File: src/rtl/star_box_drawer_pkg.sv
// Shared screen geometry, colour constants and edge-walk phase encoding for the
// star pipeline (scanner, star map and box drawer).
package star_box_drawer_pkg;

    localparam int SCREEN_W = 160;
    localparam int SCREEN_H = 120;
    localparam int STAR_X_W = 8;
    localparam int STAR_Y_W = 7;
    localparam int COLOUR_W = 3;

    localparam logic [COLOUR_W-1:0] COLOUR_BLACK = 3'b000;
    localparam logic [COLOUR_W-1:0] COLOUR_RED   = 3'b100;
    localparam logic [COLOUR_W-1:0] COLOUR_GREEN = 3'b010;
    localparam logic [COLOUR_W-1:0] COLOUR_BLUE  = 3'b001;
    localparam logic [COLOUR_W-1:0] COLOUR_WHITE = 3'b111;

    // Which part of the outline the walker is on.
    typedef enum logic [1:0] {
        PH_TOP    = 2'd0,
        PH_BOTTOM = 2'd1,
        PH_SIDES  = 2'd2
    } edge_phase_e;

endpackage

File: src/rtl/star_box_drawer_bounds_clamp.sv
// box_bounds_clamp: orders the raw star bounds, pads them by MARGIN and clamps
// the result to the visible screen. Purely combinational.
module box_bounds_clamp #(
    parameter int X_W    = 8,
    parameter int Y_W    = 7,
    parameter int X_LAST = 159,
    parameter int Y_LAST = 119,
    parameter int MARGIN = 1
) (
    input  logic [X_W-1:0] xMin_i,
    input  logic [X_W-1:0] xMax_i,
    input  logic [Y_W-1:0] yMin_i,
    input  logic [Y_W-1:0] yMax_i,
    output logic [X_W-1:0] x0_o,
    output logic [X_W-1:0] x1_o,
    output logic [Y_W-1:0] y0_o,
    output logic [Y_W-1:0] y1_o
);

    localparam logic [X_W:0] MARGIN_X = (X_W+1)'(MARGIN);
    localparam logic [Y_W:0] MARGIN_Y = (Y_W+1)'(MARGIN);
    localparam logic [X_W:0] LAST_X   = (X_W+1)'(X_LAST);
    localparam logic [Y_W:0] LAST_Y   = (Y_W+1)'(Y_LAST);

    logic [X_W:0] xLoW, xHiW;
    logic [Y_W:0] yLoW, yHiW;

    // The extra top bit keeps min-MARGIN from wrapping below 0 and max+MARGIN from wrapping past the width.
    always_comb begin
        if (xMin_i > xMax_i) begin
            xLoW = {1'b0, xMax_i};
            xHiW = {1'b0, xMin_i} + MARGIN_X;
        end else begin
            xLoW = {1'b0, xMin_i};
            xHiW = {1'b0, xMax_i} + MARGIN_X;
        end
        if (yMin_i > yMax_i) begin
            yLoW = {1'b0, yMax_i};
            yHiW = {1'b0, yMin_i} + MARGIN_Y;
        end else begin
            yLoW = {1'b0, yMin_i};
            yHiW = {1'b0, yMax_i} + MARGIN_Y;
        end

        x0_o = (xLoW >= MARGIN_X) ? X_W'(xLoW - MARGIN_X) : '0;
        y0_o = (yLoW >= MARGIN_Y) ? Y_W'(yLoW - MARGIN_Y) : '0;
        x1_o = (xHiW > LAST_X) ? X_W'(LAST_X) : X_W'(xHiW);
        y1_o = (yHiW > LAST_Y) ? Y_W'(LAST_Y) : Y_W'(yHiW);
    end

endmodule

File: src/rtl/star_box_drawer.sv
// Draws a padded, clamped rectangle around a star's bounding box, one pixel per clock.
// Define STAR_BOX_FILL_EN to draw a solid row-major fill instead of the outline.
module star_box_drawer
    import star_box_drawer_pkg::*;
#(
    parameter int                   X_W    = STAR_X_W,
    parameter int                   Y_W    = STAR_Y_W,
    parameter int                   X_LAST = SCREEN_W - 1,
    parameter int                   Y_LAST = SCREEN_H - 1,
    parameter int                   MARGIN = 1,
    parameter logic [COLOUR_W-1:0]  COLOUR = COLOUR_RED
) (
    input  logic                clk,
    input  logic                reset,
    input  logic                goDraw,
    input  logic [X_W-1:0]      xMinIn,
    input  logic [Y_W-1:0]      yMinIn,
    input  logic [X_W-1:0]      xMaxIn,
    input  logic [Y_W-1:0]      yMaxIn,
    output logic [X_W-1:0]      x,
    output logic [Y_W-1:0]      y,
    output logic [COLOUR_W-1:0] colour,
    output logic                plotEn,
    output logic                doneDraw,
    output logic                busy
);

    typedef enum logic [2:0] {
        S_IDLE     = 3'd0,
        S_LOAD     = 3'd1,
        S_DRAW     = 3'd2,
        S_DONE     = 3'd3,
        S_WAIT_LOW = 3'd4
    } state_e;

    state_e state_q, state_d;

    logic [X_W-1:0] xMin_q, xMax_q;
    logic [Y_W-1:0] yMin_q, yMax_q;
    logic [X_W-1:0] x0_c, x1_c, x0_q, x1_q;
    logic [Y_W-1:0] y0_c, y1_c, y0_q, y1_q;
    logic [X_W-1:0] xCnt_q, xCnt_d;
    logic [Y_W-1:0] yCnt_q, yCnt_d;
    logic           lastPix;
`ifndef STAR_BOX_FILL_EN
    edge_phase_e    phase_q, phase_d;
    logic           right_q, right_d;
`endif

    box_bounds_clamp #(
        .X_W    (X_W),
        .Y_W    (Y_W),
        .X_LAST (X_LAST),
        .Y_LAST (Y_LAST),
        .MARGIN (MARGIN)
    ) uClamp (
        .xMin_i (xMin_q),
        .xMax_i (xMax_q),
        .yMin_i (yMin_q),
        .yMax_i (yMax_q),
        .x0_o   (x0_c),
        .x1_o   (x1_c),
        .y0_o   (y0_c),
        .y1_o   (y1_c)
    );

    always_ff @(posedge clk or posedge reset) begin
        if (reset) begin
            state_q <= S_IDLE;
        end else begin
            state_q <= state_d;
        end
    end

    // A dropped goDraw wins over everything in LOAD/DRAW, including the last pixel.
    always_comb begin
        state_d = state_q;
        unique case (state_q)
            S_IDLE:     if (goDraw) state_d = S_LOAD;
            S_LOAD:     state_d = goDraw ? S_DRAW : S_IDLE;
            S_DRAW: begin
                if (!goDraw)      state_d = S_IDLE;
                else if (lastPix) state_d = S_DONE;
            end
            S_DONE:     state_d = S_WAIT_LOW;
            S_WAIT_LOW: if (!goDraw) state_d = S_IDLE;
            default:    state_d = S_IDLE;
        endcase
    end

    always_comb begin
        plotEn   = (state_q == S_DRAW);
        doneDraw = (state_q == S_DONE);
        busy     = (state_q == S_LOAD) || (state_q == S_DRAW) || (state_q == S_DONE);
        x        = plotEn ? xCnt_q : '0;
        y        = plotEn ? yCnt_q : '0;
        colour   = plotEn ? COLOUR : '0;
    end

    always_comb begin
        xCnt_d  = xCnt_q;
        yCnt_d  = yCnt_q;
        lastPix = 1'b0;
`ifndef STAR_BOX_FILL_EN
        phase_d = phase_q;
        right_d = right_q;
`endif
        if (state_q == S_LOAD) begin
            xCnt_d = x0_c;
            yCnt_d = y0_c;
`ifndef STAR_BOX_FILL_EN
            phase_d = PH_TOP;
            right_d = 1'b0;
`endif
        end else if (state_q == S_DRAW) begin
`ifdef STAR_BOX_FILL_EN
            if (xCnt_q != x1_q) begin
                xCnt_d = xCnt_q + X_W'(1);
            end else if (yCnt_q == y1_q) begin
                lastPix = 1'b1;
            end else begin
                xCnt_d = x0_q;
                yCnt_d = yCnt_q + Y_W'(1);
            end
`else
            // Top row, then bottom row, then left/right pairs for the interior rows.
            unique case (phase_q)
                PH_TOP: begin
                    if (xCnt_q != x1_q) begin
                        xCnt_d = xCnt_q + X_W'(1);
                    end else if (y1_q == y0_q) begin
                        lastPix = 1'b1;
                    end else begin
                        phase_d = PH_BOTTOM;
                        xCnt_d  = x0_q;
                        yCnt_d  = y1_q;
                    end
                end
                PH_BOTTOM: begin
                    if (xCnt_q != x1_q) begin
                        xCnt_d = xCnt_q + X_W'(1);
                    end else if ((y1_q - y0_q) < Y_W'(2)) begin
                        lastPix = 1'b1;
                    end else begin
                        phase_d = PH_SIDES;
                        xCnt_d  = x0_q;
                        yCnt_d  = y0_q + Y_W'(1);
                        right_d = 1'b0;
                    end
                end
                PH_SIDES: begin
                    if (!right_q && (x1_q != x0_q)) begin
                        xCnt_d  = x1_q;
                        right_d = 1'b1;
                    end else if (yCnt_q == (y1_q - Y_W'(1))) begin
                        lastPix = 1'b1;
                    end else begin
                        xCnt_d  = x0_q;
                        yCnt_d  = yCnt_q + Y_W'(1);
                        right_d = 1'b0;
                    end
                end
                default: phase_d = PH_TOP;
            endcase
`endif
        end
    end

    always_ff @(posedge clk or posedge reset) begin
        if (reset) begin
            xMin_q  <= '0;
            xMax_q  <= '0;
            yMin_q  <= '0;
            yMax_q  <= '0;
            x0_q    <= '0;
            x1_q    <= '0;
            y0_q    <= '0;
            y1_q    <= '0;
            xCnt_q  <= '0;
            yCnt_q  <= '0;
`ifndef STAR_BOX_FILL_EN
            phase_q <= PH_TOP;
            right_q <= 1'b0;
`endif
        end else begin
            if ((state_q == S_IDLE) && goDraw) begin
                xMin_q <= xMinIn;
                xMax_q <= xMaxIn;
                yMin_q <= yMinIn;
                yMax_q <= yMaxIn;
            end
            if (state_q == S_LOAD) begin
                x0_q <= x0_c;
                x1_q <= x1_c;
                y0_q <= y0_c;
                y1_q <= y1_c;
            end
            xCnt_q  <= xCnt_d;
            yCnt_q  <= yCnt_d;
`ifndef STAR_BOX_FILL_EN
            phase_q <= phase_d;
            right_q <= right_d;
`endif
        end
    end

endmodule
File: config.mk
export PLATFORM = sky130hd
export DESIGN_NAME = star_box_drawer
export DESIGN_NICKNAME = d
export VERILOG_FILES = /design/src/rtl/star_box_drawer_pkg.sv /design/src/rtl/star_box_drawer_bounds_clamp.sv /design/src/rtl/star_box_drawer.sv
export SDC_FILE = /design/constraint.sdc
export NUM_CORES = 1
export LEC_CHECK = 0
export CAP_MARGIN = 25
export CELL_PAD_IN_SITES_DETAIL_PLACEMENT = 0
export CELL_PAD_IN_SITES_GLOBAL_PLACEMENT = 1
export CORE_ASPECT_RATIO = 0.7
export CORE_UTILIZATION = 49
export CTS_BUF_LIST = sky130_fd_sc_hd__clkbuf_16
export DETAILED_ROUTE_END_ITERATION = 16
export PLACE_DENSITY_LB_ADDON = 0.1
export SLEW_MARGIN = 20
export SYNTH_ARGS = -nofsm -noshare
export SYNTH_HDL_FRONTEND = slang
export SYNTH_HIERARCHICAL = 1
export SYNTH_SLANG_ARGS = --single-unit
File: constraint.sdc
create_clock -name clk -period 7.4 [get_ports clk]
set_input_delay 0.74 -clock clk [delete_from_list [all_inputs] [get_ports clk]]
set_output_delay 0.74 -clock clk [all_outputs]
set_load 0.05 [all_outputs]
==> reports/qor.csv <==
stage,metric,value,unit
outcome,status,"finished, final reports clean",
critical_path,critPathKind,register to register,
synthesis,ys_seq_elements,81,
clock_network,cts_root_buf,clkbuf_16,
route,dr.pass1.iters,6,
critical_path,critPathMaxFanout,17,
critical_path,r2r_cells,16,
critical_path,required,7.63,ns
route,drt_iter0_drc,452,
critical_path,rr_startpoint,yMax_q[3]$_DFFE_PP0P_,
global_routing,grt_pass1_vias,5503,
synthesis,netlist_area,6670,um2
sta,slew_headroom,40.4,%
global_routing,grt_pass1_wl,28700,um
critical_path,worst_setup_path_start_kind,register,
clock_network,post-cts-setup-buffers,0,
clock_network,h-tree-depth,3,
synthesis,syn_inst,753,
sta,clock.fmax,237,MHz
sta,finClkSkew,0.00884,ns
sta,finalSetupViolCount,0,
clock_network,clk_pin_slew,0.07,ns
finish,finalNetCount,854,
synthesis,yosysSeqAreaShare,30.4,%
floorplanning,die-area,14100,um2
finish,area_growth,14.5,%
route,antenna_left,0,
sta,drv_slew,0,
critical_path,rrSetupSlack,3.18,ns
global_routing,grt_max_degree,55,
clock_network,clkSinkCount,81,
synthesis,synth_edf_count,0,
synthesis,postSynthAreaPerCell,8.85,um2
synthesis,netlist-cell-type-count,76,
critical_path,crit_path_end,yCnt_q[1]$_DFFE_PP0P_,
floorplanning,die_h,99.6,um
sta,worst_pin_slew,0.890,ns
critical_path,crit_arrival,4.44,ns
synthesis,synthArstFlopShare,100,%
global_routing,grt_antenna_before_repair,0,
route,met2_length,7230,um
critical_path,slowest_delay,0.51,ns
route,wirelength,17200,um
critical_path,path_cells,inv_1 > ha_1 > nand4_1 > o21bai_1 > a21oi_2 > buf_4 > mux2i_1 > ha_1 > nand4_1 > mux2i_1 > nand2_1 > nor2_1 > nor2b_1 > nand2_1 > o21ai_0 > mux2_2,
critical_path,end_kind,register,
critical_path,startpoint,yMax_q[3]$_DFFE_PP0P_,
floorplanning,num_rows,35,
finish,drive_above_1_share,12.3,%
synthesis,synth_ff_type,dfrtp_1,
sta,final-hold-violation-count,0,
clock_network,hold_buffers,0,
route,drc,0,
sta,fin_crit,4.22,ns
placed_design,dp.final_hpwl,12900,um
clock_network,cts_tree,built,
clock_network,cts_resized,0,
route,wl_met1,8950,um
critical_path,rr_endpoint,yCnt_q[1]$_DFFE_PP0P_,
clock_network,clkLatencyLatePin,0.34,ns
floorplanning,io_pins,54,
floorplanning,die_w,141,um
placed_design,place_congestion,0.852,
clock_network,clk_path_buf_depth,2,
floorplanning,start_util,50.4,%
floorplanning,coreArea,13200,um2
sta,rsz0062_at_grt,no,
finish,diodes,0,
placed_design,io_buffer_count,51,
route,wl_met3,930,um
job,drv_cap,0,
synthesis,ys_warn_count,6,
sta,fin_crit_sh,57.0,%
route,vias,5584,
worst_hold_path,hp-class,register to register,
critical_path,cpMaxStageDelayCell,dfrtp_1,
route,routed.top_layer,met4,
route,via_per_inst,5.73,
clock_network,cts_inserted_buffers,9,
global_routing,grt_usage,25.8,%
global_routing,gr-total-overflow,0,
sta,setup_tns,0,ns
finish,fillers,1172,
route,routedWlPerCell,17.6,um
## sequential cells by signal, summed over array words and instances, names as in the netlist
name and flops:
x0_q 8, x1_q 8, xCnt_q 8, xMax_q 8, xMin_q 8, y0_q 7
y1_q 7, yCnt_q 7, yMax_q 7, yMin_q 7, state_q 3, phase_q 2
right_q 1
## synthesized netlist by cell type, types with 3 or more instances
cell type / count / area [um2]
and4_1: 4 / 35.0
inv_1: 38 / 143
nand2b_1: 7 / 43.8
nand4_1: 7 / 43.8
and2_1: 17 / 106
dfrtp_1: 81 / 2030
mux2_2: 50 / 563
nand2_1: 106 / 398
buf_4: 4 / 30.0
o21a_1: 5 / 37.5
nand3_1: 27 / 135
nand3b_1: 6 / 45.0
xnor2_1: 30 / 263
xor2_1: 27 / 236
o221ai_1: 6 / 52.6
or2_2: 3 / 18.8
o21ai_1: 5 / 25.0
clkbuf_1: 21 / 78.8
a311o_1: 3 / 30.0
buf_2: 6 / 30.0
nor4_1: 6 / 37.5
ha_1: 35 / 438
a21boi_0: 4 / 30.0
a21o_1: 4 / 30.0
o31ai_1: 3 / 22.5
nor3b_1: 4 / 30.0
or3_1: 5 / 31.3
nor2b_1: 9 / 56.3
nor2_1: 36 / 135
mux2_1: 3 / 33.8
and3_1: 16 / 100
o21ai_0: 30 / 150
a31oi_1: 5 / 31.3
a21oi_1: 23 / 115
mux2i_1: 46 / 460
nor3_1: 14 / 70.1
## metrics by stage
step                util (%)  area, um2  hold slack, ns  setup WS, ns  std cells
finish                  57.7       7640           0.517          3.18        975
global route            57.7       7640           0.555          2.85        975
CTS                     57.7       7640           0.523          3.26        975
detailed placement      55.2       7290           0.509          3.26        959
global placement        55.2       7290           0.496          3.31        959
floorplan                  -       6670           0.481          3.81        754
## cell families after synthesis
kind of cell	synth area share (%)
xor+xnor	7.49
fa+ha+maj	6.87
compound gates	13.5
mux	15.9
flops	30.4
simple gates	21.2
other cells	0.0562
buf+inv	4.64
## layout by cell type, fill, tap and decap left out, types with 7 or more instances in the layout
cell / instances
nand2b_1: 7
o21ai_0: 30
inv_1: 37
and3_1: 16
mux2i_1: 46
nand4_1: 7
clkbuf_16: 9
nand3_1: 27
nor2b_1: 9
a21oi_1: 23
nor2_1: 35
ha_1: 35
clkdlybuf4s50_1: 51
xor2_1: 27
nand2_1: 106
xnor2_1: 30
dfrtp_1: 81
nor3_1: 13
and2_1: 17
mux2_2: 50
## routing by layer
layer | global-route usage (%) | vias to the layer above
li1 | - | 2720
met1 | 39.2 | 2684
met2 | 38.8 | 172
met3 | 4.09 | 8
met4 | 4.55 | 0
met5 | 0 | -
## worst min-delay path by stage
| stage | from | end | cells past startpoint |
|---|---|---|---|
| 3_3_place_gp | xMax_q[7]$_DFFE_PP0P_ | xMax_q[7]$_DFFE_PP0P_ | 1 |
| 4_1_cts | xMax_q[7]$_DFFE_PP0P_ | xMax_q[7]$_DFFE_PP0P_ | 1 |
| 5_1_grt | xMax_q[7]$_DFFE_PP0P_ | xMax_q[7]$_DFFE_PP0P_ | 1 |
| 2_1_floorplan | xMax_q[7]$_DFFE_PP0P_ | xMax_q[7]$_DFFE_PP0P_ | 1 |
| 6_report | xMax_q[7]$_DFFE_PP0P_ | xMax_q[7]$_DFFE_PP0P_ | 1 |
| 3_5_place_dp | xMax_q[7]$_DFFE_PP0P_ | xMax_q[7]$_DFFE_PP0P_ | 1 |
## critical path, delay by kind of cell (launching register included)
family	cells	cell delay [ns]
buf+inv	2	0.44
flops	1	0.51
mux	3	0.98
fa+ha+maj	2	0.61
simple gates	6	0.78
compound gates	3	0.77
## area by class of cell
class,instances,area (um2),share of cell area [%]
clock inverter,7,116,1.52
clock buffer,9,225,2.95
multi-input combinational,599,4350,56.9
inverter,39,148,1.93
sequential,81,2030,26.5
tap,185,231,3.03
timing repair buffer,55,541,7.08
Power is not shown: default switching activity piles up to over one toggle a cycle in this logic, so the estimate is an artifact.
